$ cat config.mk
export PLATFORM = sky130hd
export DESIGN_NAME = period_capture_flat
export DESIGN_NICKNAME = d
export VERILOG_FILES = /design/src/rtl/period_capture_if.sv /design/src/rtl/period_capture.sv /design/src/flat_wrapper.sv
export SDC_FILE = /design/constraint.sdc
export NUM_CORES = 1
export LEC_CHECK = 0
export CAP_MARGIN = 20
export CORE_ASPECT_RATIO = 2
export CORE_MARGIN = 4
export CORE_UTILIZATION = 58
export CTS_CLUSTER_DIAMETER = 200
export DETAILED_ROUTE_END_ITERATION = 10
export PLACE_DENSITY_LB_ADDON = 0.05
export RECOVER_POWER = 50
export SLEW_MARGIN = 40
export SYNTH_ARGS = -nofsm -noshare
export SYNTH_HDL_FRONTEND = slang
export SYNTH_SLANG_ARGS = --single-unit
$ cat constraint.sdc
create_clock -name clk -period 2.93 [get_ports clk]
set_input_delay 0.4395 -clock clk [delete_from_list [all_inputs] [get_ports clk]]
set_output_delay 0.4395 -clock clk [all_outputs]
set_load 0.05 [all_outputs]
$ cat src/rtl/period_capture_if.sv
// Valid/ready stream carrying measured event periods from period_capture to its consumer.
`timescale 1ns / 1ps

interface period_capture_if #(
  parameter int unsigned WIDTH = 16
);
  logic             cap_valid;
  logic             cap_ready;
  logic [WIDTH-1:0] cap_data;

  modport master (
    output cap_valid,
    output cap_data,
    input  cap_ready
  );

  modport slave (
    input  cap_valid,
    input  cap_data,
    output cap_ready
  );
endinterface

$ cat src/rtl/period_capture.sv
// Timestamps rising edges of an asynchronous event against a free-running count and
// queues the elapsed periods (mod 2^WIDTH) in a small FIFO drained by valid/ready.
`timescale 1ns / 1ps

module period_capture #(
  parameter int unsigned WIDTH = 16,
  parameter int unsigned DEPTH = 4
) (
  input  logic              clk,
  input  logic              rst,
  input  logic [WIDTH-1:0]  count,
  input  logic              evt,
  input  logic              clr_ovf,
  period_capture_if.master  cap,
  output logic              armed,
  output logic              overflow
);

  localparam int unsigned PtrW = $clog2(DEPTH);

  logic s1_q, s2_q, s3_q;
  logic rise;

  logic [WIDTH-1:0] prev_q;
  logic             armed_q;
  logic             overflow_q;
  logic [WIDTH-1:0] delta;

  logic [WIDTH-1:0] mem_q [DEPTH];
  logic [PtrW-1:0]  wr_ptr_q, rd_ptr_q;
  logic [PtrW:0]    occ_q;
  logic [WIDTH-1:0] head_q, head_d;

  logic empty, full, pop, capture, push, drop;

  // s1 is the metastability stage; rise comes from the two settled stages.
  always_ff @(posedge clk or negedge rst) begin
    if (!rst) begin
      s1_q <= 1'b0;
      s2_q <= 1'b0;
      s3_q <= 1'b0;
    end else begin
      s1_q <= evt;
      s2_q <= s1_q;
      s3_q <= s2_q;
    end
  end

  assign rise = s2_q & ~s3_q;

  assign empty   = (occ_q == '0);
  assign full    = (occ_q == (PtrW + 1)'(DEPTH));
  assign pop     = ~empty & cap.cap_ready;
  assign capture = rise & armed_q;
  assign push    = capture & (~full | pop);
  assign drop    = capture & full & ~pop;
  assign delta   = count - prev_q;

  always_ff @(posedge clk or negedge rst) begin
    if (!rst) begin
      prev_q     <= '0;
      armed_q    <= 1'b0;
      overflow_q <= 1'b0;
    end else begin
      if (rise) begin
        prev_q  <= count;
        armed_q <= 1'b1;
      end
      if (drop) begin
        overflow_q <= 1'b1;
      end else if (clr_ovf) begin
        overflow_q <= 1'b0;
      end
    end
  end

  // Head is kept in its own register so cap_data holds its last value once drained.
  always_comb begin
    head_d = head_q;
    if (push && (empty || (pop && occ_q == (PtrW + 1)'(1)))) begin
      head_d = delta;
    end else if (pop && occ_q > (PtrW + 1)'(1)) begin
      head_d = mem_q[rd_ptr_q + PtrW'(1)];
    end
  end

  always_ff @(posedge clk or negedge rst) begin
    if (!rst) begin
      wr_ptr_q <= '0;
      rd_ptr_q <= '0;
      occ_q    <= '0;
      head_q   <= '0;
      for (int i = 0; i < DEPTH; i++) begin
        mem_q[i] <= '0;
      end
    end else begin
      if (push) begin
        mem_q[wr_ptr_q] <= delta;
        wr_ptr_q        <= wr_ptr_q + PtrW'(1);
      end
      if (pop) begin
        rd_ptr_q <= rd_ptr_q + PtrW'(1);
      end
      if (push && !pop) begin
        occ_q <= occ_q + (PtrW + 1)'(1);
      end else if (pop && !push) begin
        occ_q <= occ_q - (PtrW + 1)'(1);
      end
      head_q <= head_d;
    end
  end

  assign cap.cap_valid = ~empty;
  assign cap.cap_data  = head_q;
  assign armed         = armed_q;
  assign overflow      = overflow_q;

endmodule

$ cat src/flat_wrapper.sv
// flat-port wrapper written by rule: the top's interface ports become plain ports
module period_capture_flat 
#(
  parameter int unsigned WIDTH = 16,
  parameter int unsigned DEPTH = 4
)
  (clk, rst, count, evt, clr_ovf, armed, overflow, cap_cap_valid, cap_cap_data, cap_cap_ready);
  period_capture_if #(.WIDTH(WIDTH)) cap_i ();
  input  logic clk;
  input  logic rst;
  input  logic [WIDTH-1:0] count;
  input  logic evt;
  input  logic clr_ovf;
  output logic armed;
  output logic overflow;
  output wire logic [$bits(cap_i.cap_valid)-1:0] cap_cap_valid;
  output wire logic [$bits(cap_i.cap_data)-1:0] cap_cap_data;
  input wire logic [$bits(cap_i.cap_ready)-1:0] cap_cap_ready;
  assign cap_cap_valid = cap_i.cap_valid;
  assign cap_cap_data = cap_i.cap_data;
  assign cap_i.cap_ready = cap_cap_ready;
  period_capture #(.WIDTH(WIDTH), .DEPTH(DEPTH)) u_core (.clk(clk), .rst(rst), .count(count), .evt(evt), .clr_ovf(clr_ovf), .cap(cap_i), .armed(armed), .overflow(overflow));
endmodule
---- Yosys cells after proc, flatten, opt, wreduce, memory -nomap -nowiden ----
Cells that the tools add are included.
storage, ports and cells
  register bits ........................... 108
  input port bits ......................... 21
  output and inout bits ................... 19
  word-level logic and storage cells ...... 63
cells by class
  add/subtract/negate cells ............... 5
  magnitude comparators ................... 4
  equality and inequality tests ........... 2
  multiplexer cells ....................... 12
  bitwise logic cells ..................... 13
  reductions and logical operators ........ 13
operator list
  cell                   number
  $mux W16               5
  $bwmux W64             1
  $bmux W16 S2           1
  $demux W16 S2          1
  $sub A16 B16 Y16       1
  $and A1 B1 Y1          6
  $ge A3 B3 Y1 const B   2
  $logic_and A1 B1 Y1    6
  $mux W3                2
  $not A2 Y3             2
  $reduce_bool A2 Y1     3
  $add A2 B1 Y2 const B  2
  $not A1 Y1             4
  $add A3 B1 Y3 const B  1
  $eq A3 B1 Y1 const B   1
  $eq A3 B3 Y1 const B   1
  $gt A3 B1 Y1 const B   1
  $logic_not A3 Y1       1
  $lt A3 B1 Y1 const B   1
  $sub A3 B1 Y3 const B  1
  $logic_not A1 Y1       2
  $mux W1                2
  $logic_or A1 B1 Y1     1
  $or A1 B1 Y1           1

---- Longest topological paths before layout ----
  word-level depth ........................ 9
  mapped depth ............................ 9
  gate-level depth less buffers ........... 9

---- Least setup slack after synthesis ----
Ideal clock, no wire load.
  path type ............................... input -> register
  start point ............................. input port count[0]
  end point ............................... register u_core.mem_q[14] (netlist bit)
  arrival ................................. 2241 ps
  slack ................................... 564 ps
  cell stages on the path ................. 9
  cell sequence ........................... inv_1 ha_1 fa_1 nor2b_1 o2111ai_1 a21oi_1 a311o_1 nand4_1 mux2_2
on the way
  longest elaborated chain between the ends .. 2
ends and longest elaborated chain
  what                           RTL line              text
  start, declared                flat_wrapper.sv:11    input logic [WIDTH-1:0] count;
  $sub A16 B16 Y16               period_capture.sv:57  assign delta = count - prev_q;
  $bwmux W64                     period_capture.sv:98  mem_q[wr_ptr_q] <= delta;
  end signal, assigned by index  period_capture.sv:98
  end, declared                  period_capture.sv:29  logic [WIDTH-1:0] mem_q [DEPTH];
No other way between the ends.
A chain may end at the register's enable or synchronous reset.

---- Final worst setup path ----
  start point ............................. input port count[1]
  end point ............................... register u_core.mem_q[43] (netlist bit)
The elaborated chain is that of the path after synthesis.

==> metrics <==
critical path arrival=3.00 ns; cell count after synthesis=489; worst endpoint required time=3.20 ns; buffer count from post-CTS setup fixing=0; Seq/Total Area, Yosys=49.8%; initial drt markers=209; Total GRT Usage=23.6%; DRT Pass-1 Iters=5; Worst Reg2Reg Path Length in Cells=9; Peak VDD IR=0.400 mV; min-delay src=u_core.s1_q$_DFF_PN0_; Die X=76.4 microns; main area contributors after synthesis=dfrtp_1, mux4_2, ha_1; clock root buffer=clkbuf_16; Cell Count Post-Placement=632; Buf+Inv Stages, Crit Path=2; io pins=40; Avg WL per Cell=18.5 microns; Final Hold Viols=0; total of warnings raised by yosys=0; CTS Buffer Depth=2; mean post-synth cell area=11.1 sq um; CP max-delay cell=nor3_1; Worst-Skew Late Latency=0.34 ns; Max Clk Rate=366 MHz; vias in the first global route=4,126; Yosys top cell by area=dfrtp_1; count leader, synth=dfrtp_1; Synthesized Nets=535; Final Setup Violations=0; fin crit period=2.73 ns; Post-CTS Hold Fix Bufs=0; Tot Pwr=6.37 mW; Final Max Tran Viols=0; Nets=587; Antenna Cells=0; CP max stage delay=0.56 ns; CTS-repair resized insts=0; total wire length=12.0 mm; unique cell type count in the Yosys netlist=56; RSZ-0062 raised after global routing=no; setup_tns=0 ns; PortBufs=39; post-synth top area share=49.8%; Hold Path Class=reg -> reg; dpl hpwl=8.51 mm; Num Clock Sinks=108; Primary FF master, synth=dfrtp_1; first-pass GRT wire length=20.2 mm; worst reg2reg endpoint=u_core.mem_q[43]$_DFFE_PN0P_; Max Cap Viol=0; Area growth syn-to-layout=16.3%; Rows=49; DRT antenna net count=0; total number of vias=3,943; top cells by count, synth=dfrtp_1, nand2_1, o21ai_0; largest net degree at the start of global routing=57; critical-path maximum fanout=5; critical path class=in -> reg; GP Congestion=0.830; Slew @ Worst Pin=1.39 ns; outcome=complete, no violations; cts bufs inserted=9; Worst-path clk slew=0.07 ns; Clock Skews=0.00721 ns; detailed-route DRC error count=0; Max-slew headroom=7.18%; Final Core Density=69.5%; reg-to-reg slack, setup=0.34 ns; Crit. End Element=flop; final non-filler cell total=648; CP cell instances=clkdlybuf4s50_1 -> ha_1 -> nor2b_1 -> o2111ai_1 -> a21oi_1 -> buf_4 -> nor3_1 -> a22oi_1 -> o21ai_1; Startpoint Class=input pin; initial antenna violation count=0; #FFs+latches synth=108; die area=11,100 sq um; ys async rst share=100%; PD cells=1010 nW/um^2; WHS Endpoint=u_core.s2_q$_DFF_PN0_; # fillers=718; Post-Syn Area=5420 sq um; Core ar.=9070 sq um; GR Overflow Total=0; die height=145 microns; Hold Crit Depth=0; Post-synth EDFFs=0; period utilisation layout=93.3%; Starting Density=59.8%; Pleak=2.85 nW; Hold WS=0.354 ns; H-Tree Depth=3; CTS tree=built; vias per std cell=6.08; reg-to-reg startpoint=u_core.prev_q[1]$_DFFE_PN0P_; share of post-route cells with drive strength above 1=15.8%; cell family with most CP delay=compound AO/OA/AOI/OAI gates
## final cells by class
cell class                 instances  area [sq um]  share of cell area, %
clock buffer                      13           260                   4.12
clock inverter                     3          21.3                  0.337
sequential                       108          2700                   42.9
tap                              102           128                   2.02
timing repair buffer              63           572                   9.06
inverter                          24          90.1                   1.43
multi-input combinational        335          2530                   40.2
## worst max path at each step
stage | startpoint | end | slack [ns] | depth (start not counted)
after floorplan | count[0] | u_core.mem_q[14]$_DFFE_PN0P_ | 0.56 | 9
after global placement | count[1] | u_core.mem_q[11]$_DFFE_PN0P_ | -0.03 | 9
after detailed placement | count[1] | u_core.mem_q[43]$_DFFE_PN0P_ | -0.09 | 9
after CTS | count[1] | u_core.mem_q[43]$_DFFE_PN0P_ | 0.24 | 9
after global routing | rst | u_core.mem_q[63]$_DFFE_PN0P_ | 0.09 | 2
final | count[1] | u_core.mem_q[43]$_DFFE_PN0P_ | 0.20 | 9
## state kept, by name, indices dropped and copies added (netlist names)
| register | cells |
|---|---|
| u_core.armed | 1 |
| u_core.cap.cap_data | 16 |
| u_core.mem_q | 64 |
| u_core.occ_q | 3 |
| u_core.overflow | 1 |
| u_core.prev_q | 16 |
| u_core.rd_ptr_q | 2 |
| u_core.s1_q | 1 |
| u_core.s2_q | 1 |
| u_core.s3_q | 1 |
| u_core.wr_ptr_q | 2 |
## cells by family after synthesis
kind of cell,share of synthesized area [%]
AO/OA/AOI/OAI,16.2
XOR/XNOR,2.42
adder cells (fa/ha/maj),5.91
buffers and inverters,3.44
flip-flops,49.8
multiplexers,12.6
AND/OR/NAND/NOR,9.57
## per-stage QoR
step | worst slack (ns) | area (sq um)
floorplan | 0.564 | 5420
global placement | -0.0281 | 6050
detailed placement | -0.0902 | 6050
CTS | 0.241 | 6330
global route | 0.0927 | 6310
finish | 0.196 | 6310
## per-layer routing
metal  share of wire (%)  vias to the layer above  track usage [%]
met5                   0                        -                0
met4                 3.4                        0             13.6
met3                 3.1                       28             1.98
met2                  55                       83             44.9
met1                  38                     1970             25.6
li1                    -                     1862                -
## placed cells by master (no fill, tap or decap), types with 3 or more instances in the layout
master           count
dfrtp_1            107
a21oi_1             10
clkbuf_16            9
a211oi_1             3
and3_1               3
a221o_1              4
xor2_1               5
nand3_1              3
o22ai_1              3
nor2b_1              4
a22o_1               3
inv_1               24
mux4_2              16
o21a_1               4
o21ai_1              6
ha_1                24
clkdlybuf4s50_1     37
buf_4               21
and2_1               3
mux2_2              24
nand2_1             75
o31ai_1             11
nor3_1               3
a22oi_1             13
clkbuf_1             3
mux2_1               4
a21o_1               9
nor2_1              14
o21ai_0             50
xnor2_1             10
## power breakdown
part           switching (mW)  total, mW  internal (mW)
registers               0.392       2.49           2.10
logic                    1.47       2.74           1.27
clock network           0.512       1.14          0.624
total                    2.37       6.37           3.99
No activity file was read; power rests on OpenSTA's default activity.
